**src/rtl/cpu_pkg.sv**
```systemverilog
// Shared encodings for the multi-cycle control unit: opcodes, FSM states, datapath mux selects, fault codes.
// Pure definitions; no timing or flow control of its own.
package cpu_pkg;

  localparam logic [3:0] OP_RTYPE = 4'h0;
  localparam logic [3:0] OP_ADDI  = 4'h1;
  localparam logic [3:0] OP_LW    = 4'h2;
  localparam logic [3:0] OP_SW    = 4'h3;
  localparam logic [3:0] OP_BEQ   = 4'h4;
  localparam logic [3:0] OP_BNE   = 4'h5;
  localparam logic [3:0] OP_J     = 4'h6;
  localparam logic [3:0] OP_HALT  = 4'hF;

  typedef enum logic [3:0] {
    S_FETCH    = 4'd0,
    S_DECODE   = 4'd1,
    S_EXEC_R   = 4'd2,
    S_WB_R     = 4'd3,
    S_EXEC_I   = 4'd4,
    S_WB_I     = 4'd5,
    S_MEM_ADDR = 4'd6,
    S_MEM_RD   = 4'd7,
    S_WB_MEM   = 4'd8,
    S_MEM_WR   = 4'd9,
    S_BRANCH   = 4'd10,
    S_JUMP     = 4'd11,
    S_HALT     = 4'd12,
    S_FAULT    = 4'd13
  } state_e;

  localparam logic [1:0] ALUOP_ADD   = 2'b00;
  localparam logic [1:0] ALUOP_SUB   = 2'b01;
  localparam logic [1:0] ALUOP_FUNCT = 2'b10;

  localparam logic [1:0] SRCB_REGB = 2'b00;
  localparam logic [1:0] SRCB_ONE  = 2'b01;
  localparam logic [1:0] SRCB_IMM  = 2'b10;
  localparam logic [1:0] SRCB_BOFF = 2'b11;

  localparam logic [1:0] PCSRC_ALU    = 2'b00;
  localparam logic [1:0] PCSRC_ALUOUT = 2'b01;
  localparam logic [1:0] PCSRC_JUMP   = 2'b10;

  typedef enum logic [1:0] {
    FAULT_NONE    = 2'b00,
    FAULT_ILLEGAL = 2'b01,
    FAULT_TIMEOUT = 2'b10
  } fault_e;

  function automatic logic is_wait_state(input state_e s);
    return (s == S_FETCH) || (s == S_MEM_RD) || (s == S_MEM_WR);
  endfunction

endpackage

```
**src/rtl/multicycle_cu_if.sv**
```systemverilog
// Control-unit <-> datapath bundle: datapath status in, every control strobe and debug status out.
// master = control unit, slave = datapath side.
interface multicycle_cu_if #(parameter int CNT_W = 16);
  logic [3:0]       opcode;
  logic             Zero;
  logic             mem_ready;
  logic             PCWrite;
  logic             IorD;
  logic             MemRead;
  logic             MemWrite;
  logic             IRWrite;
  logic             RegDst;
  logic             MemToReg;
  logic             RegWrite;
  logic             ALUSrcA;
  logic [1:0]       ALUSrcB;
  logic [1:0]       ALUOp;
  logic [1:0]       PCSource;
  logic [3:0]       state;
  logic             halted;
  logic [1:0]       fault;
  logic [CNT_W-1:0] instr_count;

  modport master (
    input  opcode, Zero, mem_ready,
    output PCWrite, IorD, MemRead, MemWrite, IRWrite, RegDst, MemToReg, RegWrite,
           ALUSrcA, ALUSrcB, ALUOp, PCSource, state, halted, fault, instr_count
  );

  modport slave (
    output opcode, Zero, mem_ready,
    input  PCWrite, IorD, MemRead, MemWrite, IRWrite, RegDst, MemToReg, RegWrite,
           ALUSrcA, ALUSrcB, ALUOp, PCSource, state, halted, fault, instr_count
  );
endinterface

```
**src/rtl/mem_wait_watchdog.sv**
```systemverilog
// Counts consecutive not-ready cycles of a memory wait state; timeout_o fires combinationally on the
// WAIT_MAX-th stalled cycle. A ready cycle (or leaving the wait state) clears the count.
module mem_wait_watchdog #(
  parameter int WAIT_MAX = 15
) (
  input  logic clk,
  input  logic rst,
  input  logic wait_i,
  input  logic ready_i,
  output logic timeout_o
);

  localparam int CW = $clog2(WAIT_MAX + 1);

  logic [CW-1:0] cnt_q, cnt_d;
  logic          stall;

  assign stall = wait_i && !ready_i;

  always_comb begin
    cnt_d = '0;
    if (stall) cnt_d = cnt_q + CW'(1);
  end

  // The count lags by one cycle, so the limit is hit while cnt_q still shows WAIT_MAX-1.
  assign timeout_o = stall && (cnt_q == CW'(WAIT_MAX - 1));

  always_ff @(posedge clk or posedge rst) begin
    if (rst) cnt_q <= '0;
    else     cnt_q <= cnt_d;
  end

endmodule

```
**src/rtl/multicycle_cu.sv**
```systemverilog
// Multi-cycle CPU control FSM: 3-5 cycles per instruction plus memory stall cycles; stalls on mem_ready,
// faults after WAIT_MAX stalled cycles, HALT/FAULT hold until reset.
module multicycle_cu
  import cpu_pkg::*;
#(
  parameter int WAIT_MAX = 15,
  parameter int CNT_W    = 16
) (
  input logic            clk,
  input logic            rst,
  multicycle_cu_if.master bus
);

  state_e     state_q, state_d;
  logic [3:0] opcode_q, opcode_d;
  fault_e     fault_q, fault_d;
  logic [CNT_W-1:0] count_q, count_d;
  logic       retire, timeout;

  logic       pc_write, iord, mem_read, mem_write, ir_write;
  logic       reg_dst, mem_to_reg, reg_write, alu_src_a;
  logic [1:0] alu_src_b, alu_op, pc_source;

  mem_wait_watchdog #(.WAIT_MAX(WAIT_MAX)) u_wd (
    .clk       (clk),
    .rst       (rst),
    .wait_i    (is_wait_state(state_q)),
    .ready_i   (bus.mem_ready),
    .timeout_o (timeout)
  );

  always_comb begin
    state_d    = state_q;
    opcode_d   = opcode_q;
    fault_d    = fault_q;
    retire     = 1'b0;
    pc_write   = 1'b0;
    iord       = 1'b0;
    mem_read   = 1'b0;
    mem_write  = 1'b0;
    ir_write   = 1'b0;
    reg_dst    = 1'b0;
    mem_to_reg = 1'b0;
    reg_write  = 1'b0;
    alu_src_a  = 1'b0;
    alu_src_b  = SRCB_REGB;
    alu_op     = ALUOP_ADD;
    pc_source  = PCSRC_ALU;
    case (state_q)
      S_FETCH: begin
        mem_read  = 1'b1;
        alu_src_b = SRCB_ONE;
        ir_write  = bus.mem_ready;
        pc_write  = bus.mem_ready;
        if (timeout) begin
          state_d = S_FAULT;
          fault_d = FAULT_TIMEOUT;
        end else if (bus.mem_ready) state_d = S_DECODE;
      end
      S_DECODE: begin
        opcode_d  = bus.opcode;
        alu_src_b = SRCB_BOFF;
        case (bus.opcode)
          OP_RTYPE:      state_d = S_EXEC_R;
          OP_ADDI:       state_d = S_EXEC_I;
          OP_LW, OP_SW:  state_d = S_MEM_ADDR;
          OP_BEQ, OP_BNE: state_d = S_BRANCH;
          OP_J:          state_d = S_JUMP;
          OP_HALT:       state_d = S_HALT;
          default: begin
            state_d = S_FAULT;
            fault_d = FAULT_ILLEGAL;
          end
        endcase
      end
      S_EXEC_R: begin
        alu_src_a = 1'b1;
        alu_op    = ALUOP_FUNCT;
        state_d   = S_WB_R;
      end
      S_WB_R: begin
        reg_dst   = 1'b1;
        reg_write = 1'b1;
        state_d   = S_FETCH;
        retire    = 1'b1;
      end
      S_EXEC_I, S_MEM_ADDR: begin
        alu_src_a = 1'b1;
        alu_src_b = SRCB_IMM;
        if (state_q == S_EXEC_I)   state_d = S_WB_I;
        else if (opcode_q == OP_LW) state_d = S_MEM_RD;
        else                        state_d = S_MEM_WR;
      end
      S_WB_I: begin
        reg_write = 1'b1;
        state_d   = S_FETCH;
        retire    = 1'b1;
      end
      S_MEM_RD, S_MEM_WR: begin
        iord      = 1'b1;
        mem_read  = (state_q == S_MEM_RD);
        mem_write = (state_q == S_MEM_WR);
        if (timeout) begin
          state_d = S_FAULT;
          fault_d = FAULT_TIMEOUT;
        end else if (bus.mem_ready) begin
          state_d = (state_q == S_MEM_RD) ? S_WB_MEM : S_FETCH;
          retire  = (state_q == S_MEM_WR);
        end
      end
      S_WB_MEM: begin
        mem_to_reg = 1'b1;
        reg_write  = 1'b1;
        state_d    = S_FETCH;
        retire     = 1'b1;
      end
      S_BRANCH: begin
        alu_src_a = 1'b1;
        alu_op    = ALUOP_SUB;
        pc_source = PCSRC_ALUOUT;
        pc_write  = ((opcode_q == OP_BEQ) && bus.Zero) || ((opcode_q == OP_BNE) && !bus.Zero);
        state_d   = S_FETCH;
        retire    = 1'b1;
      end
      S_JUMP: begin
        pc_source = PCSRC_JUMP;
        pc_write  = 1'b1;
        state_d   = S_FETCH;
        retire    = 1'b1;
      end
      S_HALT, S_FAULT: state_d = state_q;
      default:         state_d = S_FETCH;
    endcase
    count_d = retire ? count_q + CNT_W'(1) : count_q;
  end

  always_ff @(posedge clk or posedge rst) begin
    if (rst) begin
      state_q  <= S_FETCH;
      opcode_q <= 4'h0;
      fault_q  <= FAULT_NONE;
      count_q  <= '0;
    end else begin
      state_q  <= state_d;
      opcode_q <= opcode_d;
      fault_q  <= fault_d;
      count_q  <= count_d;
    end
  end

  // Reset gates strobes combinationally so an in-flight access drops in the same cycle.
  assign bus.PCWrite     = pc_write   & ~rst;
  assign bus.IorD        = iord       & ~rst;
  assign bus.MemRead     = mem_read   & ~rst;
  assign bus.MemWrite    = mem_write  & ~rst;
  assign bus.IRWrite     = ir_write   & ~rst;
  assign bus.RegDst      = reg_dst    & ~rst;
  assign bus.MemToReg    = mem_to_reg & ~rst;
  assign bus.RegWrite    = reg_write  & ~rst;
  assign bus.ALUSrcA     = alu_src_a  & ~rst;
  assign bus.ALUSrcB     = rst ? 2'b00 : alu_src_b;
  assign bus.ALUOp       = rst ? 2'b00 : alu_op;
  assign bus.PCSource    = rst ? 2'b00 : pc_source;
  assign bus.state       = state_q;
  assign bus.halted      = (state_q == S_HALT);
  assign bus.fault       = fault_q;
  assign bus.instr_count = count_q;

endmodule

```
**src/flat_wrapper.sv**
```systemverilog
// flat-port wrapper written by rule: the top's interface ports become plain ports
module multicycle_cu_flat import cpu_pkg::*;
#(
  parameter int WAIT_MAX = 15,
  parameter int CNT_W    = 16
)
  (clk, rst, bus_opcode, bus_Zero, bus_mem_ready, bus_PCWrite, bus_IorD, bus_MemRead, bus_MemWrite, bus_IRWrite, bus_RegDst, bus_MemToReg, bus_RegWrite, bus_ALUSrcA, bus_ALUSrcB, bus_ALUOp, bus_PCSource, bus_state, bus_halted, bus_fault, bus_instr_count);
  multicycle_cu_if #(.CNT_W(CNT_W)) bus_i ();
  input logic clk;
  input logic rst;
  input wire logic [$bits(bus_i.opcode)-1:0] bus_opcode;
  input wire logic [$bits(bus_i.Zero)-1:0] bus_Zero;
  input wire logic [$bits(bus_i.mem_ready)-1:0] bus_mem_ready;
  output wire logic [$bits(bus_i.PCWrite)-1:0] bus_PCWrite;
  output wire logic [$bits(bus_i.IorD)-1:0] bus_IorD;
  output wire logic [$bits(bus_i.MemRead)-1:0] bus_MemRead;
  output wire logic [$bits(bus_i.MemWrite)-1:0] bus_MemWrite;
  output wire logic [$bits(bus_i.IRWrite)-1:0] bus_IRWrite;
  output wire logic [$bits(bus_i.RegDst)-1:0] bus_RegDst;
  output wire logic [$bits(bus_i.MemToReg)-1:0] bus_MemToReg;
  output wire logic [$bits(bus_i.RegWrite)-1:0] bus_RegWrite;
  output wire logic [$bits(bus_i.ALUSrcA)-1:0] bus_ALUSrcA;
  output wire logic [$bits(bus_i.ALUSrcB)-1:0] bus_ALUSrcB;
  output wire logic [$bits(bus_i.ALUOp)-1:0] bus_ALUOp;
  output wire logic [$bits(bus_i.PCSource)-1:0] bus_PCSource;
  output wire logic [$bits(bus_i.state)-1:0] bus_state;
  output wire logic [$bits(bus_i.halted)-1:0] bus_halted;
  output wire logic [$bits(bus_i.fault)-1:0] bus_fault;
  output wire logic [$bits(bus_i.instr_count)-1:0] bus_instr_count;
  assign bus_i.opcode = bus_opcode;
  assign bus_i.Zero = bus_Zero;
  assign bus_i.mem_ready = bus_mem_ready;
  assign bus_PCWrite = bus_i.PCWrite;
  assign bus_IorD = bus_i.IorD;
  assign bus_MemRead = bus_i.MemRead;
  assign bus_MemWrite = bus_i.MemWrite;
  assign bus_IRWrite = bus_i.IRWrite;
  assign bus_RegDst = bus_i.RegDst;
  assign bus_MemToReg = bus_i.MemToReg;
  assign bus_RegWrite = bus_i.RegWrite;
  assign bus_ALUSrcA = bus_i.ALUSrcA;
  assign bus_ALUSrcB = bus_i.ALUSrcB;
  assign bus_ALUOp = bus_i.ALUOp;
  assign bus_PCSource = bus_i.PCSource;
  assign bus_state = bus_i.state;
  assign bus_halted = bus_i.halted;
  assign bus_fault = bus_i.fault;
  assign bus_instr_count = bus_i.instr_count;
  multicycle_cu #(.WAIT_MAX(WAIT_MAX), .CNT_W(CNT_W)) u_core (.clk(clk), .rst(rst), .bus(bus_i));
endmodule
```
**config.mk**
```make
export PLATFORM = sky130hd
export DESIGN_NAME = multicycle_cu_flat
export DESIGN_NICKNAME = d
export VERILOG_FILES = /design/src/rtl/cpu_pkg.sv /design/src/rtl/multicycle_cu_if.sv /design/src/rtl/mem_wait_watchdog.sv /design/src/rtl/multicycle_cu.sv /design/src/flat_wrapper.sv
export SDC_FILE = /design/constraint.sdc
export NUM_CORES = 1
export LEC_CHECK = 0
export BUFFER_PORTS_ARGS = -buffer_cell sky130_fd_sc_hd__clkbuf_2
export CAP_MARGIN = 5
export CORE_ASPECT_RATIO = 0.6
export CORE_MARGIN = 3
export CORE_UTILIZATION = 40
export CTS_CLUSTER_SIZE = 10
export DETAILED_ROUTE_END_ITERATION = 8
export HOLD_SLACK_MARGIN = 0.15
export PLACE_DENSITY = 0.68
export RECOVER_POWER = 50
export SLEW_MARGIN = 10
export SYNTH_ARGS = -nofsm -noshare
export SYNTH_HDL_FRONTEND = slang
export SYNTH_SLANG_ARGS = --single-unit
```
**constraint.sdc**
```tcl
create_clock -name clk -period 1.6 [get_ports clk]
set_clock_uncertainty 0.1 [all_clocks]
set_input_delay 0.16 -clock clk [delete_from_list [all_inputs] [get_ports clk]]
set_output_delay 0.16 -clock clk [all_outputs]
set_load 0.01 [all_outputs]
```
==> impl_results.md <==
- Result of the run: finished with violations
- Worst EP required: 1.34 ns
- Metal-1 WL: 3010 um
- Initial antenna violation count: 0
- Drt pass-1 iters: 5
- Worst reg2reg path depth: 4
- Syn nets: 216
- CP max stage cell: dfrtp_2
- Post-synth EDFFs: 0
- Primary FF master, synth: dfrtp_1
- Worst-Margin Slew: 0.675 ns
- Met3 wire len: 487 um
- F_max: 529 MHz
- Area grow syn2layout: 67.7%
- Fin crit period: 1.89 ns
- Number of core rows: 18
- Leakage power: 0.00143 uW
- Worst r2r src: u_core.opcode_q[3]
- Worst path bufs/invs: 3
- Area after DPL: 2400 um^2
- Detailed-route DRC error count: 0
- FF-to-FF End: u_core.bus.state[3]
- # setup viols final: 37
- CORE AREA: 4280 um^2
- CP arrival: 1.63 ns
- Gr usage total: 0.211
- Hold Vio Cnt, Final: 0
- Crit path depth: 6
- DIE HEIGHT: 58.6 um
- Routed vias/inst: 5.65
- DRT iter0 DRCs: 228
- Crit path setup slack, layout: -0.290 ns
- Deepest clock path buffer count: 2
- Syn avg cell area: 9.00 um^2
- CP top delay family: buffers and inverters
- # clock sinks: 30
- Max-Cap Viols: 0
- Peak supply drop: 0.000964 V
- Placed Cells: 341
- Layout cell share with drive strength beyond 1: 0.524
- Root buf cell: clkbuf_8
- Largest net degree at the start of global routing: 31
- Number of global-route vias before repair: 1843
- Design area: 3090 um^2
- Critical path class: reg -> out
- Critical-path maximum fanout: 6
- H-tree depth: 2
- GRT overflow: 0
- CP Launch Point: u_core.bus.state[1]
- Area contributors post-synth: dfrtp_1 41%, xnor2_1 8.1%, nor2_1 3.9%
- RSZ-0062 raised after global routing: yes
- TritonCTS buffer count: 5
- Highest layer used for signal routing: met4
- Cell Count, Final, Fillers Out: 379
- Async SR Flop Fraction: 1.00
- CTS tree: built
- Register area share after synthesis: 0.407
- Startpoint Class: flip-flop
- HPWL Detailed: 3830 um
- DR WL/cell: 18.2 um
- Hold WS: 0.233 ns
- Hold WC Path Type: in -> reg
- WL final: 6890 um
- Die width: 93.7 um
- RD Place Congestion: 0.946
- Setup crit end: bus_ALUSrcB[1]
- Setup TNS: -5.45 ns
- Effective utilization at floorplan: 0.431
- ANT cells: 0
- Die area: 5490 um^2
- Critical Path End Type: output pin
- # IOs: 46
- Storage cell area: 754 um^2
- Routed vias: 2142
- Unique masters post-synth: 48
- Final Max Tran Viols: 0
- Mapped Cells: 205
- Global-route wire length before repair: 8910 um
- Yosys reg bits: 30
- NumNets Final: 329
- Power per cell area: 1840 nW/um^2
- Top cell type's share of synthesized area: 0.407
- Failing checks: setup timing
- Slew HR: 0.550
- I/O Buffers: 45
- Routed wl met2: 3150 um
- Clock Latency Late Sink: 0.28 ns
- Fillers: 294
- Crit share post-route: 1.18
- FF-to-FF setup slack: -0.24 ns
- Post-synth top area cell: dfrtp_1
- Multi-input logic area: 1290 um^2
- Cell Area, Synth: 1840 um^2
- Clock slew at reported path FFs: 0.06 ns
- Max stage delay on crit path: 0.47 ns
- DRT antenna net count: 0
- Yosys warns: 0
- Critical-path cell list: buf_4 > buf_6 > nor2_4 > nand2_2 > a211oi_2 > buf_2
where the power goes:
group,internal [uW],leakage [uW],total [uW],switching [uW]
sequential,959,0.000387,1180,220
combinational,1950,0.000998,3870,1920
clock,346,0.0000482,631,285
state kept, by name, summed over array words and instances, names as in the netlist:
register,flops
u_core.bus.fault,2
u_core.bus.instr_count,16
u_core.bus.state,4
u_core.opcode_q,4
u_core.u_wd.cnt_q,4
final cells by class:
type                    instances  share of cell area
inverters                       7             0.00850
flip-flops and latches         30               0.244
clock buffers                   7              0.0279
multi-input cells             156               0.418
repair buffers                118               0.275
well taps                      60              0.0243
clock inverters                 1             0.00162
metrics by stage:
step | utilization | power (uW) | setup slack (ns)
after global routing | 0.723 | 5940 | -0.357
final | 0.723 | 5680 | -0.290
after detailed placement | 0.562 | 3540 | -0.0992
after floorplan | - | 2510 | -0.0556
after global placement | 0.562 | 3530 | -0.0913
after CTS | 0.637 | 4670 | -0.275
how the worst min path moves through the flow:
stage             startpoint                   end  slack [ns]  depth (start not counted)
2_1_floorplan            rst   u_core.bus.fault[0]        0.16                          1
3_3_place_gp   bus_opcode[0]    u_core.opcode_q[0]        0.36                          2
3_5_place_dp             rst  u_core.u_wd.cnt_q[2]        0.37                          3
4_1_cts        bus_mem_ready  u_core.u_wd.cnt_q[1]        0.20                          3
5_1_grt        bus_mem_ready  u_core.u_wd.cnt_q[1]        0.23                          3
6_report       bus_mem_ready  u_core.u_wd.cnt_q[1]        0.23                          3
Yosys cell counts, drive strengths merged (3+ instances only):
cell	n
a21oi	11
a31oi	3
and3	5
buf	11
dfrtp	30
ha	3
inv	7
mux2	4
nand2	18
nand2b	7
nand3	11
nand4	9
nor2	20
nor3	10
nor4	3
o21ai	7
xnor2	17
xor2	3
what timing repair did:
item                       in CTS  in global routing
hold buffers                    5                  0
setup endpoints to repair      33                 43
pin swaps                      12                 17
gates cloned                    1                  0
setup buffers                   8                 16
hold endpoints to repair       34                  0
gates resized for setup        28                 73
per-layer routing:
metal / vias up / global-route usage
li1: 957 / -
met1: 1039 / 0.317
met2: 119 / 0.307
met3: 27 / 0.0498
met4: 0 / 0.0556
met5: - / 0
layout by cell type (no fill, tap or decap), types with 5 or more instances in the layout:
cell type and count:
nand4_1 9, dfrtp_1 27, nand3_1 7, buf_6 15, nand2_1 7, dlygate4sd3_1 5
clkbuf_2 18, buf_4 48, clkbuf_8 6, xnor2_1 16, inv_1 6, a21oi_1 7
nand2b_4 5, nor2_1 13, clkbuf_1 19, and3_1 5, nand2_2 9, buf_2 11
kinds of logic after synthesis:
kind of cell,count (synthesis),synth area share
adders and majority gates,3,0.0204
buffers and inverters,20,0.0624
muxes,4,0.0244
xor gates and xnor gates,20,0.0950
and+or+nand+nor,92,0.258
AOI/OAI and AO/OA,36,0.132
DFF,30,0.407
tightest hold or removal path: stages:
cell and delay, ns:
clkbuf_2 0.19, nand2b_4 0.19, nor2_1 0.04
(Power assumes the default switching activity.)
